**src/rtl/seg_scan_pkg.sv**
```systemverilog
// Shared constants for the seven-segment scanner: widths, blank codes and
// the hex-to-segment table (active-low, bits g..a).
package seg_scan_pkg;

    localparam int unsigned VALUE_W = 16;
    localparam int unsigned SEG_W   = 8;
    localparam int unsigned SEL_W   = 4;
    localparam int unsigned NIB_W   = 4;
    localparam int unsigned HEX_W   = SEG_W - 1;

    localparam logic [SEG_W-1:0] SEG_BLANK = 8'hFF;
    localparam logic [SEL_W-1:0] SEL_OFF   = 4'hF;

    // Entry i holds the active-low g..a pattern for hex digit i
    localparam logic [15:0][HEX_W-1:0] HEX_TAB = {
        7'h0E, 7'h06, 7'h21, 7'h46,   // F E d C
        7'h03, 7'h08, 7'h10, 7'h00,   // b A 9 8
        7'h78, 7'h02, 7'h12, 7'h19,   // 7 6 5 4
        7'h30, 7'h24, 7'h79, 7'h40    // 3 2 1 0
    };

endpackage

```
**src/rtl/seg_scan_hex_to_seg.sv**
```systemverilog
// Combinational hex nibble to active-low seven-segment decoder.
module hex_to_seg
    import seg_scan_pkg::*;
(
    input  logic [NIB_W-1:0] nibble,
    output logic [HEX_W-1:0] seg_c
);

    assign seg_c = HEX_TAB[nibble];

endmodule

```
**src/rtl/seg_scan.sv**
```systemverilog
// Four-digit multiplexed seven-segment scanner with anti-ghost blanking,
// shadow capture of value/dp and optional leading-zero suppression.
module seg_scan
    import seg_scan_pkg::*;
#(
    parameter logic [15:0] SCAN_DIV  = 16'd50000,
    parameter logic [15:0] BLANK_CYC = 16'd64
) (
    input  logic               CLK,
    input  logic               rst,
    input  logic [VALUE_W-1:0] value,
    input  logic               load,
    input  logic               lz_en,
    input  logic [SEL_W-1:0]   dp,
    output logic [SEG_W-1:0]   SEG,
    output logic [SEL_W-1:0]   SEG_SEL
);

    logic [15:0]        presc;
    logic [1:0]         idx;
    logic [VALUE_W-1:0] shadow_val;
    logic [SEL_W-1:0]   shadow_dp;

    logic               wrap_c;
    logic [NIB_W-1:0]   nibble_c;
    logic [HEX_W-1:0]   hex_c;
    logic               upper_zero_c;
    logic               suppress_c;
    logic [SEG_W-1:0]   seg_nxt_c;
    logic [SEL_W-1:0]   sel_nxt_c;

    assign wrap_c   = (presc == SCAN_DIV - 16'd1);
    assign nibble_c = shadow_val[{idx, 2'b00} +: NIB_W];

    hex_to_seg u_hex (
        .nibble (nibble_c),
        .seg_c  (hex_c)
    );

    // Digit k>=1 goes dark when it and every higher nibble are zero and its dp is off
    assign upper_zero_c = ((shadow_val >> {idx, 2'b00}) == VALUE_W'(0));
    assign suppress_c   = lz_en && (idx != 2'd0) && upper_zero_c && !shadow_dp[idx];

    always_comb begin
        seg_nxt_c = SEG_BLANK;
        sel_nxt_c = SEL_OFF;
        if (presc >= BLANK_CYC) begin
            sel_nxt_c = ~(SEL_W'(1) << idx);
            if (!suppress_c) begin
                seg_nxt_c = {~shadow_dp[idx], hex_c};
            end
        end
    end

    // Outputs are computed from the pre-edge state, so a load on a digit
    // switch only becomes visible one cycle later, never mid-digit.
    always_ff @(posedge CLK) begin
        if (!rst) begin
            presc      <= '0;
            idx        <= '0;
            shadow_val <= '0;
            shadow_dp  <= '0;
            SEG        <= SEG_BLANK;
            SEG_SEL    <= SEL_OFF;
        end else begin
            presc <= wrap_c ? 16'd0 : presc + 16'd1;
            if (wrap_c) begin
                idx <= idx + 2'd1;
            end
            if (load) begin
                shadow_val <= value;
                shadow_dp  <= dp;
            end
            SEG     <= seg_nxt_c;
            SEG_SEL <= sel_nxt_c;
        end
    end

endmodule

```
**config.mk**
```make
export PLATFORM = sky130hd
export DESIGN_NAME = seg_scan
export DESIGN_NICKNAME = d
export VERILOG_FILES = /design/src/rtl/seg_scan_pkg.sv /design/src/rtl/seg_scan_hex_to_seg.sv /design/src/rtl/seg_scan.sv
export SDC_FILE = /design/constraint.sdc
export NUM_CORES = 1
export LEC_CHECK = 0
export CAP_MARGIN = 15
export CORE_AREA = 2 2 73 68
export DETAILED_ROUTE_END_ITERATION = 16
export DIE_AREA = 0 0 75 70
export HOLD_SLACK_MARGIN = 0.06
export PLACE_DENSITY = 0.77
export SYNTH_ARGS = -nofsm -noshare
export SYNTH_HDL_FRONTEND = slang
export SYNTH_SLANG_ARGS = --single-unit
```
**constraint.sdc**
```tcl
create_clock -name CLK -period 2.6 [get_ports CLK]
set_input_delay 0.52 -clock CLK [delete_from_list [all_inputs] [get_ports CLK]]
set_output_delay 0.52 -clock CLK [all_outputs]
set_load 0.03 [all_outputs]
```
# Yosys cells after proc, flatten, opt, wreduce, memory -nomap -nowiden
# Memories as Yosys holds them, arrays and structs flattened. A register that Yosys moved wholly into a read port is not among the register bits.
# Cells that the tools add are included.
# classes
n_addsub	2
order_cmp	3
eq_ne	1
shift	3
mux	3
bitwise	4
reduce_logical	9
# op_table
cell	n
$add A16 B1 Y16 const B	1
$eq A16 B16 Y1 const B	1
$ge A16 B7 Y1 const B	1
$logic_not A16 Y1	1
$shiftx A16 B5 Y4	1
$shr A16 B4 Y16	1
$mux W7	1
$lt A4 B5 Y1 const B	1
$not A4 Y4	1
$shl A1 B2 Y4 const A	1
$logic_and A1 B1 Y1	3
$lt A2 B3 Y1 const B	1
$not A1 Y1	3
$reduce_or A3 Y1	1
$add A2 B1 Y2 const B	1
$bmux W1 S2	1
$reduce_and A2 Y1	1
$reduce_bool A2 Y1	1
$reduce_or A2 Y1	1
$logic_not A1 Y1	1
$mux W1	1
# word_totals
register_bits	50
rom_bits	112
inputBits	24
out_inout_bits	12
wordCells	32
mem_count	1
# mem_list
name	words	word_bits	rd	rd_clocked_by_memory_dff	write_ports	line	text
(name not given)	16	7	1	1	0	seg_scan_hex_to_seg.sv:9	assign seg_c = HEX_TAB[nibble];

# Depth between registers and ports, before layout
# logic_depth
depth_word	5
mapped_depth	8

# Cells and area by module
# A second synthesis with hierarchy kept.
# hier_totals
cells_unflattened	245
area_unflattened_um2	2399.8
# by_module_without_submodules
module	instances	cells_per_inst	area_each_um2
seg_scan	1	213	2124.5
hex_to_seg	1	32	275.3

# Worst setup path before layout
# Ideal clock, no wire load.
# synth_timing
path_kind	reg2reg
startpoint	register idx[0]
endpoint	register SEG[2]
arrival_ns	2.179
t_required_ns	2.517
slack_ns	0.338
stages_incl_launch_ff	9
cell_sequence	dfxtp_1 buf_2 mux4_2 inv_1 ha_1 nor4b_1 o211ai_1 o21a_1 o221ai_1
# synth_via
elab_chain_cells	5
# synth_lines
item	line	text
start: declaration	seg_scan.sv:20	logic [1:0] idx;
start signal: assignment	seg_scan.sv:68	idx <= idx + 2'd1;
$shr A16 B4 Y16, or another cell as far along	seg_scan.sv:41	assign upper_zero_c = ((shadow_val >> {idx, 2'b00}) == VALUE_W'(0));
$logic_not A16 Y1, or another cell as far along	seg_scan.sv:41	
$logic_and A1 B1 Y1 / $logic_not A1 Y1 (equally long branches)	seg_scan.sv:42	assign suppress_c = lz_en && (idx != 2'd0) && upper_zero_c && !shadow_dp[idx];
$logic_and A1 B1 Y1	seg_scan.sv:42	
$reduce_or A3 Y1 (no source line)	--	
end: declaration	seg_scan.sv:15	output logic [SEG_W-1:0] SEG,
# Parallel ways exist; a longest one is shown, timed or not. The select of a mux whose other input is x is not followed.
# A chain may end at the register's enable or synchronous reset.

# Worst setup path in the final report
# layout_timing
startpoint	register idx[0]
endpoint	register SEG[0]
# Same word-level chain as after synthesis.

==> impl_results.md <==
- Class of the worst hold path: flip-flop to flip-flop
- CTS clock-pin slew for the worst setup and hold paths: 0.10 ns
- Buffer type at the clock tree root: sky130_fd_sc_hd__clkbuf_8
- Number of pins exceeding their max-slew limit in the final report: 0
- Post-synthesis sequential area ratio: 43.7%
- Iteration-0 DRC Markers: 97
- Most frequent cells in the layout: sky130_fd_sc_hd__dfxtp_1, sky130_fd_sc_hd__nor2_1, sky130_fd_sc_hd__clkdlybuf4s50_1
- Leading cell type in the layout, fill and taps excluded: sky130_fd_sc_hd__dfxtp_1
- Final critical delay including setup and external delays: 2.29 ns
- Post-cts repair resize count: 0
- Reg-to-Reg Start: idx[0]$_SDFFE_PN0P_
- Highest clock frequency the design can meet: 0.436 GHz
- Overall routing resource usage: between 10% and 20%
- Worst voltage drop across the vdd grid: 0.231 mV
- Leakage power figure: 0.00107 µW
- Post-Syn Instances: around 230
- Count of warnings emitted by yosys: 0
- I/O pin total: 36
- Placed cell areas: 2700 µm²
- IO buf count: 35
- Tcrit/Tclk final: 88.2%
- Clk buf depth: 2
- Via count of the first global-routing pass: 1599
- Met2 usage in global routing: 25.3%
- First-pass detailed-route iteration total: 4
- TritonCTS clock tree: built
- Normalized max-slew margin: 53.6%
- Count of filler cells inserted in the layout: 388
- Number of nets in the synthesized netlist: 267
- Fin. Hold Viols: 0
- Floorplan row count: 24
- Total half-perimeter wirelength after legalization and detailed placement: ~3100 µm
- Setup repair after global routing missed its margin: no
- Remaining number of nets flagged by the antenna check after routing: 0
- Post-layout instance area: 2800 µm²
- Critical path arrival: between 2 and 3 ns
- Kind of end point of the critical path: flip-flop
- Total clock buffers created by CTS: 5
- Wire per inst: 12.8 µm
- Critical Path Source: idx[0]$_SDFFE_PN0P_
- DR vias/cell: a little over 5
- Req. time, crit path: around 2.8 ns
- Measured slew at the worst slew-check pin: 0.695 ns
- Overall Power: roughly 1400 µW
- DRC violation count after routing: 0
- Type of origin of the critical path: flip-flop
- Reported max-cap violation count: 0
- Worst Hold Margin: around 0.48 ns
- Sink count of the clock tree: 50
- Net count of the finished layout: 304
- Post-CTS Setup Inserts: 0
- Congestion Overflow GR: 0
- Initial Util: 49.8%
- Busiest layer in global routing: met1
- Setup violation total in the final timing report: 0
- Routing usage on met3: 3.46%
- CP max FO: 7
- Hold path startpoint: presc[0]$_SDFF_PP0_
- Placeable core area: 4590 µm²
- Die boundary height: 70 µm
- Global-route wire length before repair: 7410 µm
- Netlist area before placement: 2290 µm²
- Global Route met1 Usage: 27.2%
- Global placement routability congestion: 0.809
- Die Outline Area: 5250 µm²
- TNS Setup: 0 ns
- Antenna diode instance count: 0
- Maximum number of pins on one net before global-route repair: 24
- Power density normalized to cell area: 506 nW/µm²
- Classification of the worst setup path: flip-flop to flip-flop
- Number of hold buffers added after cts: 0
- Relative area change from synthesis to final layout: 22.1%
- Fraction of layout instances using a drive strength above 1: 8.89%
- Antenna violations before repair: 0
- Total Wirelength: 4300 µm
- H-Tree Depth: 2
- Outcome: finished clean
- Post-synthesis average cell area: 9.87 µm²
- Via count of the routed design: 1724
- Die boundary width: around 75 µm
- Netlist cell types: 37
- Register bit count reported by yosys: 50
- Clock latency at the later pin of the worst-skew pair: 0.32 ns
- Worst clock skew: 0.0177 ns
-- registers in the layout, indices dropped and copies added (netlist names) --
name	count
idx	2
shadow_dp	4
presc	16
SEG_SEL	4
shadow_val	16
SEG	8
-- cell families after synthesis --
family	synth area share (%)
AO/OA/AOI/OAI	8.20
XOR/XNOR	4.59
adder cells (fa/ha/maj)	6.01
buffers and inverters	4.04
flip-flops	43.7
multiplexers	16.4
AND/OR/NAND/NOR	17.0
-- worst paths after layout --
check	end	slack, ns	cells past startpoint
min	presc[0]$_SDFF_PP0_	0.48	1
min reg2reg	presc[0]$_SDFF_PP0_	0.48	1
max reg2reg	SEG[0]$_SDFF_PP1_	0.31	7
max	SEG[0]$_SDFF_PP1_	0.31	7
-- routing by layer --
layer  part of all wire [%]  vias up
met3                    3.6        8
met2                     43       37
met4                    2.0        0
met5                      0        -
met1                     51      792
li1                       -      887
-- cells in the mapped netlist, drive strengths merged --
cell type,n,area [µm²]
or4bb,1,11.3
nor2,40,150
nand4,2,12.5
nand3,10,50.1
nand2b,1,6.26
dfxtp,50,1000
a32oi,1,8.76
o21a,1,7.51
o41a,1,12.5
or3,2,13.8
or4,5,48.8
mux4,6,135
xnor2,10,87.6
nor4b,1,8.76
nand2,11,41.3
o22a,1,8.76
o21bai,2,15.0
o221ai,2,17.5
buf,3,21.3
xor2,2,17.5
o21ai,7,46.3
o211a,1,10.0
ha,11,138
a22oi,2,15.0
nor4,5,31.3
clkbuf,5,18.8
o211ai,2,15.0
mux2,1,11.3
inv,14,52.6
mux2i,23,230
o22ai,1,6.26
a21oi,5,25.0
nor3,3,15.0
-- power by group --
group,total [µW],internal [µW],switching (µW)
Combinational,142,79.5,62.7
Clock,465,193,272
Sequential,807,788,19.1
-- worst max-delay path: stages, from the launching register on --
cell	delay, ns
sky130_fd_sc_hd__dfxtp_1	0.40
sky130_fd_sc_hd__mux4_2	0.58
sky130_fd_sc_hd__inv_1	0.13
sky130_fd_sc_hd__ha_1	0.22
sky130_fd_sc_hd__nor4b_1	0.26
sky130_fd_sc_hd__o211ai_1	0.14
sky130_fd_sc_hd__o21a_1	0.28
sky130_fd_sc_hd__o211ai_1	0.20
-- stage by stage --
| step | utilization, % | worst slack [ns] | std cells |
|---|---|---|---|
| floorplan | - | 0.338 | 232 |
| global placement | 58.9 | 0.429 | 327 |
| detailed placement | 58.9 | 0.327 | 327 |
| CTS | 60.9 | 0.293 | 335 |
| global route | 60.9 | 0.0956 | 335 |
| finish | 60.9 | 0.307 | 335 |
-- layout make-up --
cell class	count	area, µm²	share of cell area, %
inverter	14	52.6	1.88
sequential	50	1000	35.8
tap	65	81.3	2.91
multi-input combinational	160	1200	42.8
clock buffer	5	68.8	2.46
clock inverter	3	23.8	0.850
timing repair buffer	38	373	13.3
(Power assumes the default switching activity.)
